$ cat config.mk
export PLATFORM = sky130hd
export DESIGN_NAME = rx_synth
export DESIGN_NICKNAME = d
export VERILOG_FILES = /design/src/rtl/rx_synth.sv
export SDC_FILE = /design/constraint.sdc
export NUM_CORES = 1
export LEC_CHECK = 0
export BUFFER_PORTS_ARGS = -buffer_cell sky130_fd_sc_hd__buf_2
export CAP_MARGIN = 20
export CORE_MARGIN = 5
export CORE_UTILIZATION = 51
export DETAILED_ROUTE_END_ITERATION = 10
export PLACE_DENSITY = 0.74
export SLEW_MARGIN = 0
export SYNTH_ARGS = -nofsm -noshare
export SYNTH_HDL_FRONTEND = slang
export SYNTH_SLANG_ARGS = --single-unit
$ cat constraint.sdc
create_clock -name clk -period 1.45 [get_ports clk]
set_input_delay 0.2175 -clock clk [delete_from_list [all_inputs] [get_ports clk]]
set_output_delay 0.2175 -clock clk [all_outputs]
set_load 0.01 [all_outputs]
$ cat src/rtl/rx_synth.sv
// Serial frame receiver: start, 8 data slots LSB first, parity slot, 1-2 stop bits.
// Checks parity and stop bits and presents the byte with a one-cycle valid strobe.
module rx_synth #(
   parameter int CLKS_PER_BIT = 16
) (
   input  logic       clk,
   input  logic       rst,
   input  logic       rx,
   input  logic [1:0] par,
   input  logic       dnum,
   input  logic       snum,
   output logic [7:0] dout,
   output logic       valid,
   output logic       parity_err,
   output logic       frame_err,
   output logic       busy
);

   localparam int HALF = CLKS_PER_BIT / 2;
   localparam int CW   = (CLKS_PER_BIT > 1) ? $clog2(CLKS_PER_BIT) : 1;
   localparam logic [CW-1:0] C_HALF = CW'(HALF);
   localparam logic [CW-1:0] C_LAST = CW'(CLKS_PER_BIT - 1);
   localparam logic [CW-1:0] C_ONE  = CW'(1);

   typedef enum logic [2:0] {
      S_IDLE, S_START, S_DATA, S_PARITY, S_STOP1, S_STOP2, S_DONE
   } state_t;

   state_t        r_state, w_next;
   logic          r_rs1, r_rs;
   logic          r_armed, r_busy, r_valid, r_perr, r_ferr, r_stop_bad;
   logic          r_pbit, r_dnum, r_snum;
   logic [1:0]    r_par;
   logic [CW-1:0] r_cnt;
   logic [2:0]    r_idx;
   logic [7:0]    r_shift, r_dout;
   logic          w_detect, w_confirm, w_bit_end, w_sample;
   logic [7:0]    w_data;

   function automatic logic f_parity_err(input logic [7:0] d, input logic p,
                                          input logic [1:0] mode);
      case (mode)
         2'b00:   f_parity_err = (^d) != p;
         2'b11:   f_parity_err = (~^d) != p;
         default: f_parity_err = 1'b0;
      endcase
   endfunction

   // DONE also watches for a start bit so back-to-back frames work at 1 clk/bit
   always_comb begin
      w_detect  = r_armed && !r_rs &&
                  (r_state == S_IDLE || (r_state == S_DONE && !r_stop_bad));
      w_bit_end = (r_cnt == C_LAST);
      w_next    = r_state;
      w_confirm = 1'b0;
      w_sample  = 1'b0;
      case (r_state)
         S_IDLE, S_DONE: begin
            w_next = S_IDLE;
            if (w_detect) begin
               if (HALF == 0) begin
                  w_next    = S_DATA;
                  w_confirm = 1'b1;
               end else begin
                  w_next = S_START;
               end
            end
         end
         S_START: begin
            if (r_cnt == C_HALF) begin
               if (!r_rs) begin
                  w_next    = S_DATA;
                  w_confirm = 1'b1;
               end else begin
                  w_next = S_IDLE;
               end
            end
         end
         S_DATA: begin
            if (w_bit_end) begin
               w_sample = 1'b1;
               if (r_idx == 3'd7) w_next = S_PARITY;
            end
         end
         S_PARITY: if (w_bit_end) w_next = S_STOP1;
         S_STOP1:  if (w_bit_end) w_next = r_snum ? S_DONE : S_STOP2;
         S_STOP2:  if (w_bit_end) w_next = S_DONE;
         default:  w_next = S_IDLE;
      endcase
      w_data = r_dnum ? {1'b0, r_shift[6:0]} : r_shift;
   end

   // The detect edge itself counts as tick 0 of the start bit
   always_ff @(posedge clk) begin
      if (rst) begin
         r_state    <= S_IDLE;
         r_rs1      <= 1'b1;
         r_rs       <= 1'b1;
         r_armed    <= 1'b0;
         r_cnt      <= '0;
         r_idx      <= '0;
         r_stop_bad <= 1'b0;
         r_busy     <= 1'b0;
         r_valid    <= 1'b0;
         r_perr     <= 1'b0;
         r_ferr     <= 1'b0;
         r_dout     <= '0;
      end else begin
         r_rs1   <= rx;
         r_rs    <= r_rs1;
         r_state <= w_next;

         if (w_detect)
            r_cnt <= (HALF == 0) ? '0 : C_ONE;
         else if (w_confirm || r_state == S_IDLE || r_state == S_DONE)
            r_cnt <= '0;
         else if (r_state != S_START && w_bit_end)
            r_cnt <= '0;
         else
            r_cnt <= r_cnt + C_ONE;

         if (w_confirm)     r_idx <= '0;
         else if (w_sample) r_idx <= r_idx + 3'd1;

         if (w_detect)
            r_stop_bad <= 1'b0;
         else if ((r_state == S_STOP1 || r_state == S_STOP2) && w_bit_end && !r_rs)
            r_stop_bad <= 1'b1;

         // A framing error disarms until the line is seen idle again
         if (r_state == S_DONE)                r_armed <= !r_stop_bad;
         else if (r_state == S_IDLE && r_rs)   r_armed <= 1'b1;

         if (w_confirm)                r_busy <= 1'b1;
         else if (r_state == S_DONE)   r_busy <= 1'b0;

         r_valid <= (r_state == S_DONE);
         if (r_state == S_DONE) begin
            r_dout <= w_data;
            r_perr <= f_parity_err(w_data, r_pbit, r_par);
            r_ferr <= r_stop_bad;
         end
      end
   end

   always_ff @(posedge clk) begin
      if (w_sample) r_shift[r_idx] <= r_rs;
      if (r_state == S_PARITY && w_bit_end) r_pbit <= r_rs;
      if (w_detect) begin
         r_par  <= par;
         r_dnum <= dnum;
         r_snum <= snum;
      end
   end

   assign dout       = r_dout;
   assign valid      = r_valid;
   assign parity_err = r_perr;
   assign frame_err  = r_ferr;
   assign busy       = r_busy;

endmodule
* Yosys cells after proc, flatten, opt, wreduce, memory -nomap -nowiden
Cells that the tools add are included.
Storage, ports and cells: bits in read-only memories 0, memories 0, register bits 39, bits in latches 0, bits in writable memories 0
Operators by class: $add $sub $neg 2, bitwise operators 0, reduce and logical (&&, ||, !) cells 26, order comparisons 2, muxes and demuxes 27, $mul 0, div/mod/pow operators 0, shift operators 0, eq/ne operators 19
Operators with widths (count):
- 3-bit 2-to-1 mux | 6
- 3-bit case mux with 6 select lines | 1
- 1-bit 2-to-1 mux | 14
- 3-bit equality test, second input constant | 4
- 2-bit inequality test, second input constant | 6
- 1-bit logical AND | 9
- 8-bit bitwise mux | 1
- 4-bit equality test, second input constant | 2
- 8-bit 2-to-1 mux | 1
- 8-bit XNOR reduction | 1
- 8-bit parity | 1
- 3-bit by 2-bit equality test with 1-bit output, second input constant | 2
- 6-bit AND reduction | 1
- 2-bit OR reduction | 3
- 4-bit by 1-bit adder with 4-bit output, second input constant | 1
- 1-bit logical OR | 4
- 3-bit by 4-bit less-than comparator with 1-bit output, second input constant | 1
- 2-bit 2-to-1 mux | 2
- 2-bit nonzero test | 2
- 4-bit OR reduction | 1
- 3-bit by 1-bit adder with 3-bit output, second input constant | 1
- 1-bit demux with 3-bit select | 1
- 3-bit by 1-bit equality test with 1-bit output, second input constant | 1
- 3-bit by 1-bit >= comparator with 1-bit output, second input constant | 1
- other kinds (7) | 9

* Logic depth before layout (Yosys ltp)
depth in word-level cells 7, mapped depth 6

* Least setup slack after synthesis
OpenSTA, ideal clock, no wires.
path type reg-to-reg, from reg r_cnt[0], to reg r_shift[0], enable pin, arrival 1.247 ns, path slack -0.109 ns, buffers on the path 0, stages on the path, launching flop included 6, required time 1.138 ns, cell sequence dfxtp_1 > ha_1 > nand3_1 > nor3_2 > nand2b_1 > nor3_1
Between the ends: longest elaborated chain between the ends 3
RTL lines:
- start, declared | line 34 | logic [CW-1:0] r_cnt;
- start signal, assigned | line 114 | r_cnt <= (HALF == 0) ? '0 : C_ONE;
- start signal, assigned | line 120 | r_cnt <= r_cnt + C_ONE;
- 4-bit equality test | line 53 | w_bit_end = (r_cnt == C_LAST);
- 1-bit 2-to-1 mux | line 80 | if (w_bit_end) begin
- 1-bit 2-to-1 mux | line 57 | case (r_state)
- end signal, assigned by index | line 147 | if (w_sample) r_shift[r_idx] <= r_rs;
- end, declared | line 36 | logic [7:0] r_shift, r_dout;
Every way passes these cells. A chain may end at the register's enable or synchronous reset.

* Final worst setup path
from reg r_state[2], to reg r_state[0]
Between the ends: longest elaborated chain between the ends 6, elaborated cells between the ends (all ways) 20, classes of those cells 12 x eq/ne; 2 x mux; 6 x reduce/logical
RTL lines:
- start, declared | line 29 | state_t r_state, w_next;
- start signal, assigned | line 111 | r_state <= w_next;
- 3-bit equality test | line 52 | (r_state == S_IDLE || (r_state == S_DONE && !r_stop_bad));
- 1-bit logical AND | line 52
- 1-bit logical OR * | line 52
- 1-bit logical AND * | line 51 | w_detect = r_armed && !r_rs &&
- via w_detect | line 37 | logic w_detect, w_confirm, w_bit_end, w_sample;
- 1-bit 2-to-1 mux * | line 60 | if (w_detect) begin
- 3-bit case mux with 6 select lines * | line 57
Mark *: on every way through the listed nets, which the timed path passes. The rest lies on a longest branch.

==> Implementation_results.wiki <==
{| class="wikitable"
! Metric !! Value
|-
| Total power density per cell area || ~1300 mW/mm²
|-
| Async set or reset register ratio after synthesis || 0
|-
| Worst hold-check path type || input port to register
|-
| Synthesized netlist cell count || ~180
|-
| Worst-case headroom to the max-slew limit || 0.763
|-
| Sort of element at the start of the critical path || register
|-
| Top cells by count, synth || sky130_fd_sc_hd__nand2_1 (30), sky130_fd_sc_hd__dfxtp_1 (26), sky130_fd_sc_hd__a21oi_1 (19), sky130_fd_sc_hd__edfxtp_1 (13), sky130_fd_sc_hd__nor2_1 (10)
|-
| Area overhead of the layout relative to synthesis || 29.5%
|-
| Count of fill cells added during filler insertion || approximately 260
|-
| Slew of the pin with the lowest slew margin || about 0.36 ns
|-
| Fraction of the core area covered by cells at the end of the flow || 0.684
|-
| Cell types occupying the most area after synthesis || sky130_fd_sc_hd__dfxtp_1 (29%), sky130_fd_sc_hd__edfxtp_1 (22%), sky130_fd_sc_hd__nand2_1 (6.3%), sky130_fd_sc_hd__a21oi_1 (5.4%), sky130_fd_sc_hd__ha_1 (4.2%)
|-
| Source-to-sink clock delay at the later pin of the worst-skew pair || approximately 0.35 ns
|-
| Global-route usage over all layers || 0.161
|-
| Pin count of the biggest net entering global routing || 13
|-
| First-pass GRT wire length || approximately 6.3 mm
|-
| Clk sink count || 39
|-
| Mean instance size in the synthesized netlist || 9.97 µm²
|-
| Number of pins with negative max-slew slack in the final report || 0
|-
| Number of cells on the worst hold path || 1
|-
| CTS HTree Levels || 2
|-
| Placed instance count || approximately 260
|-
| Area of the mapped netlist || ~0.0018 mm²
|-
| Total setup violations reported at the end of the flow || 6
|-
| Count of warnings emitted by yosys || 0
|-
| CTS tree || built
|-
| Standby leakage power || roughly 0.00088 µW
|-
| Number of antenna violations at the first check in global routing || 0
|-
| Achievable Freq || 658 MHz
|-
| Detailed placer's ending HPWL || 2.84 mm
|-
| Post-layout net count || 235
|-
| Wire length reported by the detailed router || around 4.2 mm
|-
| Share of post-route cells with drive strength above 1 || 0.350
|-
| Number of inserted diodes || 0
|-
| Clock Skew || 0.00881 ns
|-
| Pre-antenna DRT Iters || 6
|-
| Critical-path cell list || or2_4, a2111oi_4, buf_4, o2111ai_1, a21oi_1
|-
| Violations in the final reports || setup timing
|-
| Crit Path Class || register to register
|-
| Full die area || roughly 0.0048 mm²
|-
| FP Rows || 21
|-
| Via count of the first global-routing pass || between 1,000 and 1,500
|-
| Number of max-cap violations || 0
|-
| Most numerous cell in the Yosys netlist || sky130_fd_sc_hd__nand2_1
|-
| Non-filler cells, final || 269
|-
| Run status || complete, but fails checks
|-
| Worst R2R Path Depth || 5
|-
| Most area-hungry cell type in the Yosys netlist || sky130_fd_sc_hd__dfxtp_1
|-
| Port bufs || 18
|-
| Post-synthesis net count || roughly 190
|-
| Kind of cell adding the most delay to the critical path || compound AO/OA/AOI/OAI gates
|-
| Starting density of the core || 0.528
|-
| Slowest cell on crit path || sky130_fd_sc_hd__dfxtp_4
|-
| DRT iter0 DRCs || 55
|-
| Routed wire length per instance || about 16 µm
|-
| Largest fanout of any net on the critical path || 5
|-
| Endpoint kind of the worst setup timing path || register
|-
| Routability congestion estimate || 0.925
|-
| Sequential element share of the synthesized area || 0.513
|-
| Number of hold buffers added after CTS || 0
|-
| Via density per instance || 5.40
|-
| Root cell of the clock tree || sky130_fd_sc_hd__clkbuf_4
|-
| Post-synthesis cell type count || 40
|-
| Slack of the critical path || -0.0704 ns
|-
| Clock tree buffer depth || 2
|-
| Post-synth top flop || sky130_fd_sc_hd__dfxtp_1
|-
| Count of cell instances traversed by the critical path || 5
|-
| Post-synth EDFFs || 13
|-
| Min cycle time layout || between 1.5 and 2 ns
|-
| Die outline width || 69 µm
|-
| Via Count || 1,452
|-
| Required time of the critical path || ~1.7 ns
|-
| Floorplan core area || 0.00336 mm²
|-
| Top-Level Pins || 19
|-
| Number of storage elements in the synthesis netlist || 39
|-
| Max IR drop VDD || between 0.0008 and 0.0009 V
|-
| Total CTS buffers || 5
|-
| ANT nets after route || 0
|-
| Drt drc || 0
|-
| Chip Height || between 60 and 70 µm
|-
| Number of buffers and inverters on the critical path || 1
|-
| Endpoint arrival time on the critical path || between 1.5 and 2 ns
|-
| Share of Yosys cell area claimed by the top area cell type || 0.293
|-
| RSZ-0062 raised after global routing || true
|-
| Final Hold Vio Count || 0
|-
| Clock transition at the registers of the reported paths || roughly 0.12 ns
|-
| Aggregate global routing overflow || 0
|-
| Max stage delay on crit path || about 0.38 ns
|-
| Post-route clock period utilization || 1.05
|}
==> timing repair <==
| item | in CTS | in global routing |
|---|---|---|
| setup endpoints to repair | 14 | 22 |
| gates cloned | 0 | 0 |
| pin swaps | 2 | 3 |
| gates resized for setup | 9 | 16 |
| setup buffers | 1 | 3 |
==> registers in the layout, indices dropped and copies added (netlist names), 2 cells and up <==
name and flops:
r_shift 8, r_cnt 4, r_idx 3, r_state 3, r_par 2, dout 8
==> power by group <==
group	switching [µW]	internal, µW
Combinational	463	466
Clock	372	339
Sequential	85.9	1200
==> logic make-up after synthesis <==
group,synth area share
simple gates,0.221
flops,0.513
compound gates,0.135
buf+inv,0.0289
xor+xnor,0.0599
fa+ha+maj,0.0423
==> layout make-up <==
cell class                      count  area [µm²]  area share
Tap cell                           46        57.6      0.0250
Sequential cell                    39         921       0.400
Clock inverter                      1        5.00     0.00218
Inverter                            6        22.5     0.00979
Timing Repair Buffer               43         290       0.126
Multi-Input combinational cell    127         927       0.403
Clock buffer                        7        76.3      0.0332
==> through the flow <==
step	setup slack (ns)	power, µW	hold WS, ns	setup TNS, ns	area (µm²)
after floorplan	0.00295	1750	0.316	0	1790
after global placement	0.00885	1990	0.392	0	2080
after detailed placement	-0.0873	2020	0.396	-0.260	2080
after CTS	-0.0375	2730	0.0413	-0.0376	2190
after global routing	-0.150	3050	0.0256	-0.728	2300
final	-0.0704	2930	0.0438	-0.159	2300
==> placed cells by master, fill, tap and decap left out, types with 2 or more instances in the layout <==
master / synthesis / layout
sky130_fd_sc_hd__a21oi_1: 19 / 19
sky130_fd_sc_hd__buf_2: 2 / 18
sky130_fd_sc_hd__buf_4: 1 / 24
sky130_fd_sc_hd__clkbuf_4: 0 / 5
sky130_fd_sc_hd__dfxtp_1: 26 / 22
sky130_fd_sc_hd__dfxtp_2: 0 / 2
sky130_fd_sc_hd__dfxtp_4: 0 / 2
sky130_fd_sc_hd__edfxtp_1: 13 / 13
sky130_fd_sc_hd__ha_1: 6 / 3
sky130_fd_sc_hd__ha_4: 0 / 3
sky130_fd_sc_hd__inv_1: 6 / 4
sky130_fd_sc_hd__inv_2: 0 / 2
sky130_fd_sc_hd__nand2_1: 30 / 29
sky130_fd_sc_hd__nand2b_1: 7 / 6
sky130_fd_sc_hd__nand3_1: 5 / 4
sky130_fd_sc_hd__nand3b_1: 4 / 4
sky130_fd_sc_hd__nor2_1: 10 / 10
sky130_fd_sc_hd__nor2b_1: 3 / 2
sky130_fd_sc_hd__nor3_1: 7 / 5
sky130_fd_sc_hd__nor3_2: 1 / 2
sky130_fd_sc_hd__o2111ai_1: 2 / 2
sky130_fd_sc_hd__o21ai_0: 3 / 2
sky130_fd_sc_hd__or2_2: 2 / 2
sky130_fd_sc_hd__xnor2_1: 5 / 4
sky130_fd_sc_hd__xnor3_1: 2 / 2
sky130_fd_sc_hd__xor2_1: 2 / 2
==> layer usage <==
| metal | vias up | track usage | share of wire | wire length, µm |
|---|---|---|---|---|
| li1 | 711 | - | - | - |
| met3 | 11 | 0.0392 | 0.055 | 232 |
| met1 | 682 | 0.188 | 0.41 | 1710 |
| met4 | 0 | 0.0738 | 0.028 | 117 |
| met5 | - | 0 | 0 | 0 |
| met2 | 48 | 0.278 | 0.51 | 2140 |
==> path summary, 6_finish.rpt <==
check                   from    endpoint  slack (ns)
setup / recovery  r_state[2]  r_state[0]       -0.07
hold / removal        par[0]    r_par[0]        0.04
setup reg to reg  r_state[2]  r_state[0]       -0.07
hold reg to reg        r_rs1        r_rs        0.43
==> worst reg2reg max path, cell delays in order, from the launching register on <==
cell                        delay, ns
sky130_fd_sc_hd__dfxtp_4         0.38
sky130_fd_sc_hd__or2_4           0.26
sky130_fd_sc_hd__a2111oi_4       0.33
sky130_fd_sc_hd__buf_4           0.19
sky130_fd_sc_hd__o2111ai_1       0.12
sky130_fd_sc_hd__a21oi_1         0.17
Power figures use the tool's default switching activity.
